--- src/rtl/decode_sequencer.sv ---
// rtl/decode_sequencer.sv - runs the M3, M2 and M1 decode stages in order and owns the SRAM port mux
module decode_sequencer #(
  parameter logic [23:0] TIMEOUT_CYCLES = 24'd10_000_000
) (
  input  logic        CLOCK_50_I,
  input  logic        Resetn,
  input  logic        go,
  input  logic        m3_done,
  input  logic        m2_done,
  input  logic        m1_done,
  input  logic [17:0] m3_address,
  input  logic [17:0] m2_address,
  input  logic [17:0] m1_address,
  input  logic [15:0] m3_write_data,
  input  logic [15:0] m2_write_data,
  input  logic [15:0] m1_write_data,
  input  logic        m3_we_n,
  input  logic        m2_we_n,
  input  logic        m1_we_n,
  output logic        m3_start,
  output logic        m2_start,
  output logic        m1_start,
  output logic [17:0] SRAM_address,
  output logic [15:0] SRAM_write_data,
  output logic        SRAM_we_n,
  output logic        busy,
  output logic        decode_done,
  output logic        error,
  output logic [1:0]  stage,
  output logic [31:0] cycle_count
);

  typedef enum logic [2:0] {
    S_IDLE,
    S_RUN_M3,
    S_RUN_M2,
    S_RUN_M1,
    S_DONE,
    S_ERROR
  } state_t;

  state_t      state;
  logic [23:0] stage_timer;
  logic        first_cycle;
  logic        timed_out;

  // The start pulse marks the first cycle of a stage, where a done level may be stale.
  assign first_cycle = m3_start | m2_start | m1_start;
  assign timed_out   = (stage_timer == TIMEOUT_CYCLES - 24'd1);

  always_ff @(posedge CLOCK_50_I or negedge Resetn) begin
    if (!Resetn) begin
      state       <= S_IDLE;
      m3_start    <= 1'b0;
      m2_start    <= 1'b0;
      m1_start    <= 1'b0;
      stage_timer <= '0;
      cycle_count <= '0;
    end else begin
      m3_start <= 1'b0;
      m2_start <= 1'b0;
      m1_start <= 1'b0;
      case (state)
        S_IDLE, S_DONE, S_ERROR: begin
          if (go) begin
            state       <= S_RUN_M3;
            m3_start    <= 1'b1;
            stage_timer <= '0;
            cycle_count <= '0;
          end
        end
        S_RUN_M3: begin
          cycle_count <= cycle_count + 32'd1;
          stage_timer <= stage_timer + 24'd1;
          if (m3_done && !first_cycle) begin
            state       <= S_RUN_M2;
            m2_start    <= 1'b1;
            stage_timer <= '0;
          end else if (timed_out) begin
            state <= S_ERROR;
          end
        end
        S_RUN_M2: begin
          cycle_count <= cycle_count + 32'd1;
          stage_timer <= stage_timer + 24'd1;
          if (m2_done && !first_cycle) begin
            state       <= S_RUN_M1;
            m1_start    <= 1'b1;
            stage_timer <= '0;
          end else if (timed_out) begin
            state <= S_ERROR;
          end
        end
        S_RUN_M1: begin
          cycle_count <= cycle_count + 32'd1;
          stage_timer <= stage_timer + 24'd1;
          if (m1_done && !first_cycle) begin
            state <= S_DONE;
          end else if (timed_out) begin
            state <= S_ERROR;
          end
        end
        default: state <= S_IDLE;
      endcase
    end
  end

  assign busy        = (state == S_RUN_M3) || (state == S_RUN_M2) || (state == S_RUN_M1);
  assign decode_done = (state == S_DONE);
  assign error       = (state == S_ERROR);

  // Non-owning states park the port with writes disabled so nothing stray reaches SRAM.
  always_comb begin
    stage           = 2'd0;
    SRAM_address    = '0;
    SRAM_write_data = '0;
    SRAM_we_n       = 1'b1;
    case (state)
      S_RUN_M3: begin
        stage           = 2'd3;
        SRAM_address    = m3_address;
        SRAM_write_data = m3_write_data;
        SRAM_we_n       = m3_we_n;
      end
      S_RUN_M2: begin
        stage           = 2'd2;
        SRAM_address    = m2_address;
        SRAM_write_data = m2_write_data;
        SRAM_we_n       = m2_we_n;
      end
      S_RUN_M1: begin
        stage           = 2'd1;
        SRAM_address    = m1_address;
        SRAM_write_data = m1_write_data;
        SRAM_we_n       = m1_we_n;
      end
      default: ;
    endcase
  end

endmodule

--- config.mk ---
export PLATFORM = sky130hd
export DESIGN_NAME = decode_sequencer
export DESIGN_NICKNAME = d
export VERILOG_FILES = /design/src/rtl/decode_sequencer.sv
export SDC_FILE = /design/constraint.sdc
export NUM_CORES = 1
export LEC_CHECK = 0
export ABC_AREA = 1
export BUFFER_PORTS_ARGS = -buffer_cell sky130_fd_sc_hd__buf_4
export CELL_PAD_IN_SITES_DETAIL_PLACEMENT = 0
export CELL_PAD_IN_SITES_GLOBAL_PLACEMENT = 2
export CORE_MARGIN = 10
export CORE_UTILIZATION = 22
export DETAILED_ROUTE_END_ITERATION = 10
export PLACE_DENSITY = 0.79
export SYNTH_ARGS = -nofsm -noshare
export SYNTH_HDL_FRONTEND = slang
export SYNTH_SLANG_ARGS = --single-unit
--- constraint.sdc ---
create_clock -name CLOCK_50_I -period 1.5 [get_ports CLOCK_50_I]
set_clock_uncertainty 0.1 [all_clocks]
set_input_delay 0.375 -clock CLOCK_50_I [delete_from_list [all_inputs] [get_ports CLOCK_50_I]]
set_output_delay 0.375 -clock CLOCK_50_I [all_outputs]
set_load 0.02 [all_outputs]
==> results.json, run 1 <==
{
  "antenna_found_initial": 1,
  "clockPowerShare_pct": 13.4,
  "p_seq_share_pct": 13.5,
  "design_area_mm2": 0.00946,
  "synth_top_area_share_pct": 33.5,
  "area_growth_pct": 104,
  "status": "finished, violations left",
  "ys_warn_count": 0,
  "core.rowCount": 53,
  "p_leak_nw": 4.52,
  "regToRegStartpoint": "state[2]$_DFFE_PN0P_",
  "first_pass_iters": 4,
  "drt_iter0_markers": 291,
  "grt_max_degree": 27,
  "htreeDepth": 3,
  "synth_edf_count": 0,
  "critical-path-slowest-cell": "dfrtp_1",
  "clockBufferDepth": 2,
  "netSwitchingFraction_pct": 43.5,
  "synth.area.top_cells": "dfrtp_1 34%, nand2_1 22%, nand3_1 6.8%",
  "maxCapViolCount": 0,
  "die_w_um": 165,
  "min_period_ps": 2070,
  "hp-class": "input pin to register",
  "dpl.hpwl_um": 17200,
  "grt_pass1_wl_um": 33500,
  "netlist_area_mm2": 0.00463,
  "fp.dieArea_mm2": 0.0272,
  "worstPathArrival_ps": 1590,
  "drc": 0,
  "vias": 6090,
  "die_y_um": 165,
  "power_density_mw_per_mm2": 1580,
  "clock.fmax_mhz": 483,
  "min_from": "go",
  "gp_congestion": 0.932,
  "rrSetupSlack_ps": -420,
  "core_mm2": 0.0209,
  "ys_async_sr_fraction_pct": 100,
  "synth.avg_cell_area_um2": 6.47,
  "synth.distinct_cells": 38,
  "gr-usage-all-layers_pct": 15.8,
  "finalHoldViolCount": 0,
  "setup_viol": 104,
  "power.switching_mw": 6.52,
  "rsz0062_at_grt": "true",
  "grt_overflow": 0,
  "clk_pin_slew_ps": 50,
  "cts_buffers": 9,
  "netlist_instances": 716,
  "io_pins": 186,
  "worstPathCellList": "inv_2 -> nand2_4 -> inv_4 -> nand2_8 -> inv_8 -> clkbuf_16 -> a22oi_2 -> nand2_2 -> buf_6",
  "whs_path_depth": 2,
  "yosys.area.top_type": "dfrtp_1",
  "fin_crit_sh_pct": 138,
  "port_buffers": 185,
  "wl_um": 22800,
  "start_util_pct": 22.2,
  "synth_seq_cells": 62,
  "cts_tree": "done",
  "path_max_fanout": 9,
  "synth_nets": 829,
  "path_class": "register to output port",
  "worst_pin_slew_ps": 509,
  "startpoint_type": "register",
  "hold_end": "state[2]$_DFFE_PN0P_",
  "combPwrFrac_pct": 73.1,
  "cp_slowest_stage_delay_ps": 380,
  "slew_headroom_pct": 66.0,
  "insertion_delay_ps": 340,
  "wl_per_cell_um": 16.6,
  "antenna_left": 0,
  "drv_slew": 0,
  "p_int_mw": 8.46,
  "via_per_inst": 4.44,
  "first_global_vias": 6065,
  "fin_ws_ps": -570,
  "fin_nets": 1204,
  "reg2reg_depth": 11,
  "synth_ff_type": "dfrtp_1",
  "ir_drop_mv": 0.798,
  "ys_seq_area_share_pct": 33.5,
  "violations": "setup timing",
  "root_buffer": "clkbuf_16",
  "drive_above_1_share_pct": 54.8,
  "end_kind": "output port",
  "dpl_cell_area_mm2": 0.00764,
  "worstPathRequired_ps": 1020,
  "rr_endpoint": "stage_timer[7]$_DFFE_PN0P_",
  "clock-sinks": 62,
  "place_ws_ps": -279,
  "fill_cells": 2147
}
==> how the worst max path moves through the flow <==
| stage | from | slack [ps] | to |
|---|---|---|---|
| final | state[2]$_DFFE_PN0P_ | -570 | SRAM_address[1] |
| after global routing | state[2]$_DFFE_PN0P_ | -670 | SRAM_write_data[12] |
| after CTS | state[1]$_DFFE_PN0P_ | -600 | SRAM_address[17] |
| after detailed placement | state[2]$_DFFE_PN0P_ | -280 | SRAM_address[17] |
| after global placement | stage_timer[0]$_DFFE_PN0P_ | -260 | stage_timer[18]$_DFFE_PN0P_ |
| after floorplan | state[1]$_DFFE_PN0P_ | -130 | SRAM_address[0] |
==> power groups by stage <==
stage	logic (mW)	clock network [mW]	registers (mW)
after detailed placement	7.68	0	2.03
after CTS	9.80	2.07	2.02
after global routing	11.7	2.14	2.04
after global placement	7.66	0	2.03
after floorplan	4.27	0	2.09
final	10.9	2.01	2.02
==> stage by stage <==
stage                     std cells  TNS, ps  hold WS [ps]  power (mW)  utilization (%)
after detailed placement       1296   -17380           225        9.71             36.6
after global placement         1296   -15450           222        9.69             36.6
final                          1371   -38930           223        15.0             45.3
after global routing           1371   -47590           237        15.9             45.3
after CTS                      1349   -36660           224        13.9             42.6
after floorplan                 716    -4260         -20.6        6.36                -
==> per-layer routing <==
metal	track usage [%]	share of wire, %	vias up
met5	0	0	-
met4	4.87	1.6	0
met3	3.45	7.6	21
met2	26.7	48	189
met1	19.5	43	2802
li1	-	-	3078
==> logic make-up (layout without fill, tap and decap cells) <==
group / after synthesis / after routing / share of synthesized area (%)
buf+inv: 96 / 472 / 9.11
fa+ha+maj: 2 / 2 / 0.540
compound gates: 73 / 73 / 10.0
xor+xnor: 9 / 9 / 1.70
simple gates: 474 / 477 / 45.1
other cells: 0 / 1 / 0
flops: 62 / 62 / 33.5
==> Yosys cell counts (6+ instances only) <==
master,number
nand3_1,63
inv_2,8
o21ai_0,12
nor2_1,84
dfrtp_1,62
a22oi_1,31
nand2_1,271
nand4_1,8
buf_2,7
a21oi_1,19
inv_1,69
nand2_2,7
nor3_1,17
nor2_2,6
xor2_1,8
==> state kept, by name (all words and copies together), names as in the netlist <==
signal	count
cycle_count	32
stage_timer	24
state	3
m1_start	1
m2_start	1
m3_start	1
==> layout make-up <==
class                   count  area, um2  area share [%]
diodes                      1       2.50          0.0265
clock buffers              14        274            2.90
clock inverters             1       5.00          0.0529
inverters                  77        340            3.60
multi-input cells         561       3360            35.6
flip-flops and latches     62       1570            16.6
well taps                 275        344            3.64
repair buffers            379       3540            37.5
repair inverters            1       8.76          0.0926
==> critical path: cells and delay by family (launching register included) <==
family                 cells  cell delay (ps)
buffers and inverters      5              570
DFF                        1              380
and+or+nand+nor            3              250
AOI/OAI and AO/OA          1               50
==> timing repair <==
action,in CTS,in global routing
pin swaps,23,26
hold endpoints to repair,21,0
gates cloned,6,5
endpoints found under the setup margin,127,128
gates resized for setup,174,104
hold buffers,1,0
setup buffers,34,30
==> layout by cell type, fill, tap and decap left out, drive strengths merged <==
cell	n
buf	374
nand2	282
nor2	95
inv	78
nand3	70
dfrtp	62
a22oi	31
a21oi	20
nor3	19
clkbuf	18
o21ai	13
nand4	9
xor2	8
o22ai	3
a31oi	3
ha	2
diode	1
o21bai	1
a22o	1
and3	1
nand3b	1
o211ai	1
xnor2	1
clkinv	1
dlygate4sd3	1
(Power assumes the default switching activity.)
==> run 2, diff against run 1 <==
Settings changed: CORE_UTILIZATION 22 to 23, CTS_BUF_LIST set to sky130_fd_sc_hd__clkbuf_8, PLACE_DENSITY 0.79 to not set, PLACE_DENSITY_LB_ADDON set to 0.3.
==> run 2 against run 1 <==
  * The flow still finishes with violations (setup timing)
  * First-iteration DRC count down 13%
  * Largest cell class unchanged
  * Worst setup slack got worse by 18 ps
  * Fmax shrank 0.88%
  * Critical path depth decreased by 2
  * Sequential power about the same
  * Die area is 3.8% lower
  * Total power is 8.7% lower
==> results.json, run 2 (synthesis results as in run 1) <==
{
  "first_pass_iters": 7,
  "insertion_delay_ps": 380,
  "reg.largest.list": "cycle_count: 32 flops, stage_timer: 24 flops, state: 3 flops",
  "combPwrFrac_pct": 73.5,
  "final_cell_mix": "231 x buf_4, 220 x nand2_1, 103 x buf_6",
  "wl_um": 21500,
  "gr-usage-all-layers_pct": 15.9,
  "drive_above_1_share_pct": 52.7,
  "fin_nets": 1181,
  "io_pins": 186,
  "p_int_mw": 7.58,
  "vias": 5877,
  "whs_ps": 174,
  "start_util_pct": 23.6,
  "antenna_cells": 0,
  "slew_headroom_pct": 78.0,
  "drc": 0,
  "grt_pass1_wl_um": 33500,
  "root_buffer": "clkbuf_8",
  "fin_ws_ps": -588,
  "worst_pin_slew_ps": 330,
  "die_w_um": 162,
  "path_max_fanout": 15,
  "hp-class": "input pin to register",
  "netSwitchingFraction_pct": 44.6,
  "clock-sinks": 62,
  "fp.dieArea_mm2": 0.0262,
  "fin_crit_sh_pct": 139,
  "cts_buffers": 9,
  "cts_tree": "done",
  "maxCapViolCount": 0,
  "end_kind": "output port",
  "p_seq_share_pct": 14.8,
  "p_leak_nw": 4.31,
  "dpl.hpwl_um": 16600,
  "startpoint_type": "register",
  "dp.cells": 1276,
  "antenna_left": 0,
  "largest_reg_flops": 32,
  "core.rowCount": 51,
  "clockBufferDepth": 2,
  "stdcell_count": 1338,
  "setup_viol": 115,
  "status": "finished, violations left",
  "clk_pin_slew_ps": 70,
  "area_growth_pct": 95.7,
  "gp_congestion": 0.846,
  "clock.fmax_mhz": 479,
  "fill_cells": 2073,
  "finalHoldViolCount": 0,
  "power.switching_mw": 6.09,
  "worstPathRequired_ps": 1020,
  "power_density_mw_per_mm2": 1510,
  "clockPowerShare_pct": 11.7,
  "drt_iter0_markers": 254,
  "regMostFlops": "cycle_count",
  "worstPathArrival_ps": 1610,
  "first_global_vias": 6111,
  "min_period_ps": 2090,
  "final_common_cell": "buf_4",
  "die_y_um": 162,
  "wl_per_cell_um": 16.1,
  "core_mm2": 0.0197,
  "path_class": "register to output port",
  "rsz0062_at_grt": "true",
  "grt_max_degree": 38,
  "via_per_inst": 4.39,
  "grt_overflow": 0,
  "ir_drop_mv": 0.581,
  "antenna_found_initial": 0,
  "htreeDepth": 3,
  "violations": "setup timing",
  "drv_slew": 0,
  "port_buffers": 185
}
[run 2: final cells by class]
class	count	area, um2	area share (%)
clock buffer	10	138	1.52
clock inverter	6	62.6	0.691
inverter	77	314	3.47
multi-input combinational	560	3290	36.3
sequential	62	1570	17.3
tap	265	332	3.66
timing repair buffer	357	3340	36.9
timing repair inverter	1	8.76	0.0967
[run 2: metal layers]
layer | wire (um) | track usage [%] | vias to the layer above
li1 | - | - | 3012
met1 | 9460 | 19.4 | 2695
met2 | 10500 | 27.3 | 146
met3 | 1110 | 3.67 | 24
met4 | 395 | 4.47 | 0
met5 | 0 | 0 | -
[run 2: final timing paths]
check	from	cells after the start	endpoint	slack, ps
min in group asynchronous	Resetn	2	stage_timer[5]$_DFFE_PN0P_	330
max in group asynchronous	Resetn	3	cycle_count[24]$_DFFE_PN0P_	500
min	go	2	state[2]$_DFFE_PN0P_	170
min reg2reg	cycle_count[31]$_DFFE_PN0P_	2	cycle_count[31]$_DFFE_PN0P_	450
max	state[2]$_DFFE_PN0P_	7	SRAM_address[1]	-590
max reg2reg	state[2]$_DFFE_PN0P_	11	cycle_count[12]$_DFFE_PN0P_	-330
[run 2: repair_timing]
item | 4_1_cts | 5_1_grt
setup buffers | 36 | 12
endpoints found under the setup margin | 129 | 125
pin swaps | 13 | 17
gates resized for setup | 166 | 69
endpoints found under the hold margin | 18 | 0
cloned | 4 | 2
hold buffers | 1 | 0
[run 2: worst max-delay path, cell delays in order (launching register included)]
cell     delay [ps]
dfrtp_1         390
inv_2           100
nand2_4          90
nor2_8          180
buf_12          190
a22oi_2          90
nand2_2          80
buf_6           110
[run 2: metrics by stage]
step | TNS, ps | worst slack (ps) | instance area [um2] | util [%] | power [mW]
2_1_floorplan | -4260 | -130 | 4930 | - | 6.36
3_3_place_gp | -17890 | -283 | 7580 | 38.6 | 9.77
3_5_place_dp | -20450 | -312 | 7580 | 38.6 | 9.79
4_1_cts | -36270 | -623 | 8720 | 44.4 | 13.2
5_1_grt | -44580 | -695 | 9060 | 46.1 | 14.6
6_report | -34730 | -588 | 9060 | 46.1 | 13.7
[run 2: power groups by stage]
stage,clock network [mW],logic (mW),registers [mW]
6_report,1.59,10.1,2.03
5_1_grt,1.72,10.8,2.05
4_1_cts,1.64,9.51,2.02
3_5_place_dp,0,7.76,2.03
3_3_place_gp,0,7.75,2.03
2_1_floorplan,0,4.27,2.09
==> run 3, diff against run 2 <==
Settings changed: ABC_CLOCK_PERIOD_IN_PS set to 2100, CORE_UTILIZATION 23 to 25.
Clock period 1.5 ns to 2.1 ns, I/O delays scaled along.
==> run 3 against run 2 <==
  * The flow still finishes with violations (setup timing)
  * Largest power group unchanged
  * Via count down 8.2%
  * Sequential power down 29%
  * Total power down 41%
  * Die area down 7.0%
==> results.json, run 3 (synthesis results as in run 1) <==
{
  "status": "finished, violations left",
  "violations": "setup timing",
  "port_buffers": 185,
  "worstPathRequired_ps": 1470,
  "first_global_vias": 5374,
  "busiest_layer": "met2",
  "slew_headroom_pct": 71.2,
  "setup_tns_ps": -5830,
  "first_pass_iters": 4,
  "final_common_cell": "nand2_1",
  "rsz0062_at_grt": "true",
  "drt_iter0_markers": 267,
  "worstPathArrival_ps": 1670,
  "clockBufferDepth": 2,
  "clock-sinks": 62,
  "power_density_mw_per_mm2": 1140,
  "insertion_delay_ps": 360,
  "grt_pass1_wl_um": 30700,
  "cts_buffers": 9,
  "p_seq_share_pct": 17.9,
  "startpoint_type": "register",
  "wl_um": 20300,
  "area_growth_pct": 52.5,
  "antenna_cells": 0,
  "core_mm2": 0.0181,
  "drc": 0,
  "core.rowCount": 49,
  "final_util_pct": 39.0,
  "grt_max_degree": 40,
  "die_y_um": 156,
  "htreeDepth": 3,
  "regMostFlops": "cycle_count",
  "met3_usage_pct": 4.08,
  "total_power_mw": 8.06,
  "fin_nets": 1047,
  "drv_slew": 0,
  "worst_pin_slew_ps": 429,
  "drive_above_1_share_pct": 31.8,
  "cts_tree": "done",
  "fin_ws_ps": -190,
  "netSwitchingFraction_pct": 46.0,
  "clockPowerShare_pct": 14.9,
  "setup_viol": 37,
  "clk_pin_slew_ps": 70,
  "use_met1_pct": 19.2,
  "path_class": "register to output port",
  "final_cell_mix": "267 x nand2_1, 175 x buf_4, 82 x nor2_1",
  "ir_drop_mv": 0.401,
  "hp-class": "input pin to register",
  "reg.largest.list": "cycle_count: 32 flops, stage_timer: 24 flops, state: 3 flops",
  "place_ws_ps": 35.2,
  "start_util_pct": 25.6,
  "min_period_ps": 2290,
  "wl_per_cell_um": 17.4,
  "antenna_found_initial": 0,
  "end_kind": "output port",
  "die_w_um": 156,
  "grt_overflow": 0,
  "via_per_inst": 4.62,
  "power.switching_mw": 3.71,
  "fin_crit_sh_pct": 109,
  "dpl.hpwl_um": 16000,
  "path_max_fanout": 8,
  "antenna_left": 0,
  "io_pins": 186,
  "combPwrFrac_pct": 67.2,
  "maxCapViolCount": 0,
  "vias": 5393,
  "finalHoldViolCount": 0,
  "fp.dieArea_mm2": 0.0244,
  "largest_reg_flops": 32,
  "root_buffer": "clkbuf_8",
  "gp_congestion": 0.803,
  "p_int_mw": 4.35,
  "gr-usage-all-layers_pct": 16.0,
  "grt.met2_usage_pct": 27.3,
  "p_leak_nw": 3.49,
  "clock.fmax_mhz": 437
}
-- run 3: changes by cell type in the layout (fill, tap and decap cells not counted), moves of 10 or more --
| cell | previous run | this run |
|---|---|---|
| a22oi_1 | 3 | 19 |
| a22oi_2 | 28 | 12 |
| buf_12 | 14 | 4 |
| buf_4 | 231 | 175 |
| buf_6 | 103 | 41 |
| dfrtp_1 | 47 | 61 |
| dfrtp_2 | 15 | 1 |
| nand2_1 | 220 | 267 |
| nand2_2 | 54 | 10 |
| nand3_1 | 45 | 60 |
| nand3_2 | 21 | 6 |
| nor2_1 | 71 | 82 |
| o21ai_0 | 2 | 12 |
-- run 3: stage by stage --
stage,hold WS (ps),cell area (um2),instances
after floorplan,129,4630,716
after global placement,372,6380,1134
after detailed placement,371,6380,1134
after CTS,318,6960,1165
after global routing,334,7060,1168
final,337,7060,1168
-- run 3: per-layer routing --
layer	up-vias	wire (um)	share of wire, %
met1	2460	8620	42
met2	174	9810	48
met5	-	0	0
met3	19	1440	7.1
li1	2740	-	-
met4	0	412	2.0
-- run 3: path summary, 6_finish.rpt --
| check | startpoint | to | slack, ps | cells past startpoint |
|---|---|---|---|---|
| min in group asynchronous | Resetn | cycle_count[5]$_DFFE_PN0P_ | 530 | 2 |
| max in group asynchronous | Resetn | state[0]$_DFFE_PN0P_ | 820 | 3 |
| setup reg to reg | cycle_count[10]$_DFFE_PN0P_ | cycle_count[27]$_DFFE_PN0P_ | 290 | 7 |
| hold reg to reg | stage_timer[1]$_DFFE_PN0P_ | stage_timer[1]$_DFFE_PN0P_ | 440 | 1 |
| setup / recovery | state[2]$_DFFE_PN0P_ | SRAM_address[17] | -190 | 9 |
| hold / removal | go | state[2]$_DFFE_PN0P_ | 340 | 2 |
-- run 3: critical path, stage by stage, from the launching register on --
cell     delay [ps]
dfrtp_1         390
inv_2            90
buf_4           120
nand2_4          50
nor2_4          130
buf_12          140
buf_6           120
nand2_1          50
nand2_1          90
buf_6           120
-- run 3: layout make-up --
type | count | area [um2]
fill | 1958 | 11000
timing repair buffer | 225 | 1950
multi-input combinational | 559 | 2760
sequential | 62 | 1550
tap | 229 | 287
inverter | 77 | 297
clock buffer | 10 | 138
clock inverter | 6 | 77.6
-- run 3: power groups by stage --
stage               combinational (mW)  clock [mW]  sequential, mW
finish                            5.42        1.20            1.44
global placement                  4.57           0            1.45
floorplan                         2.62           0            1.48
detailed placement                4.54           0            1.45
CTS                               5.31        1.25            1.44
global route                      5.86        1.29            1.46
-- run 3: repair_timing --
action	CTS	global route
endpoints found under the hold margin	23	0
gates cloned	2	1
resized for setup	55	17
endpoints found under the setup margin	38	39
pin swaps	9	7
hold buffers	1	0
setup buffers	12	2
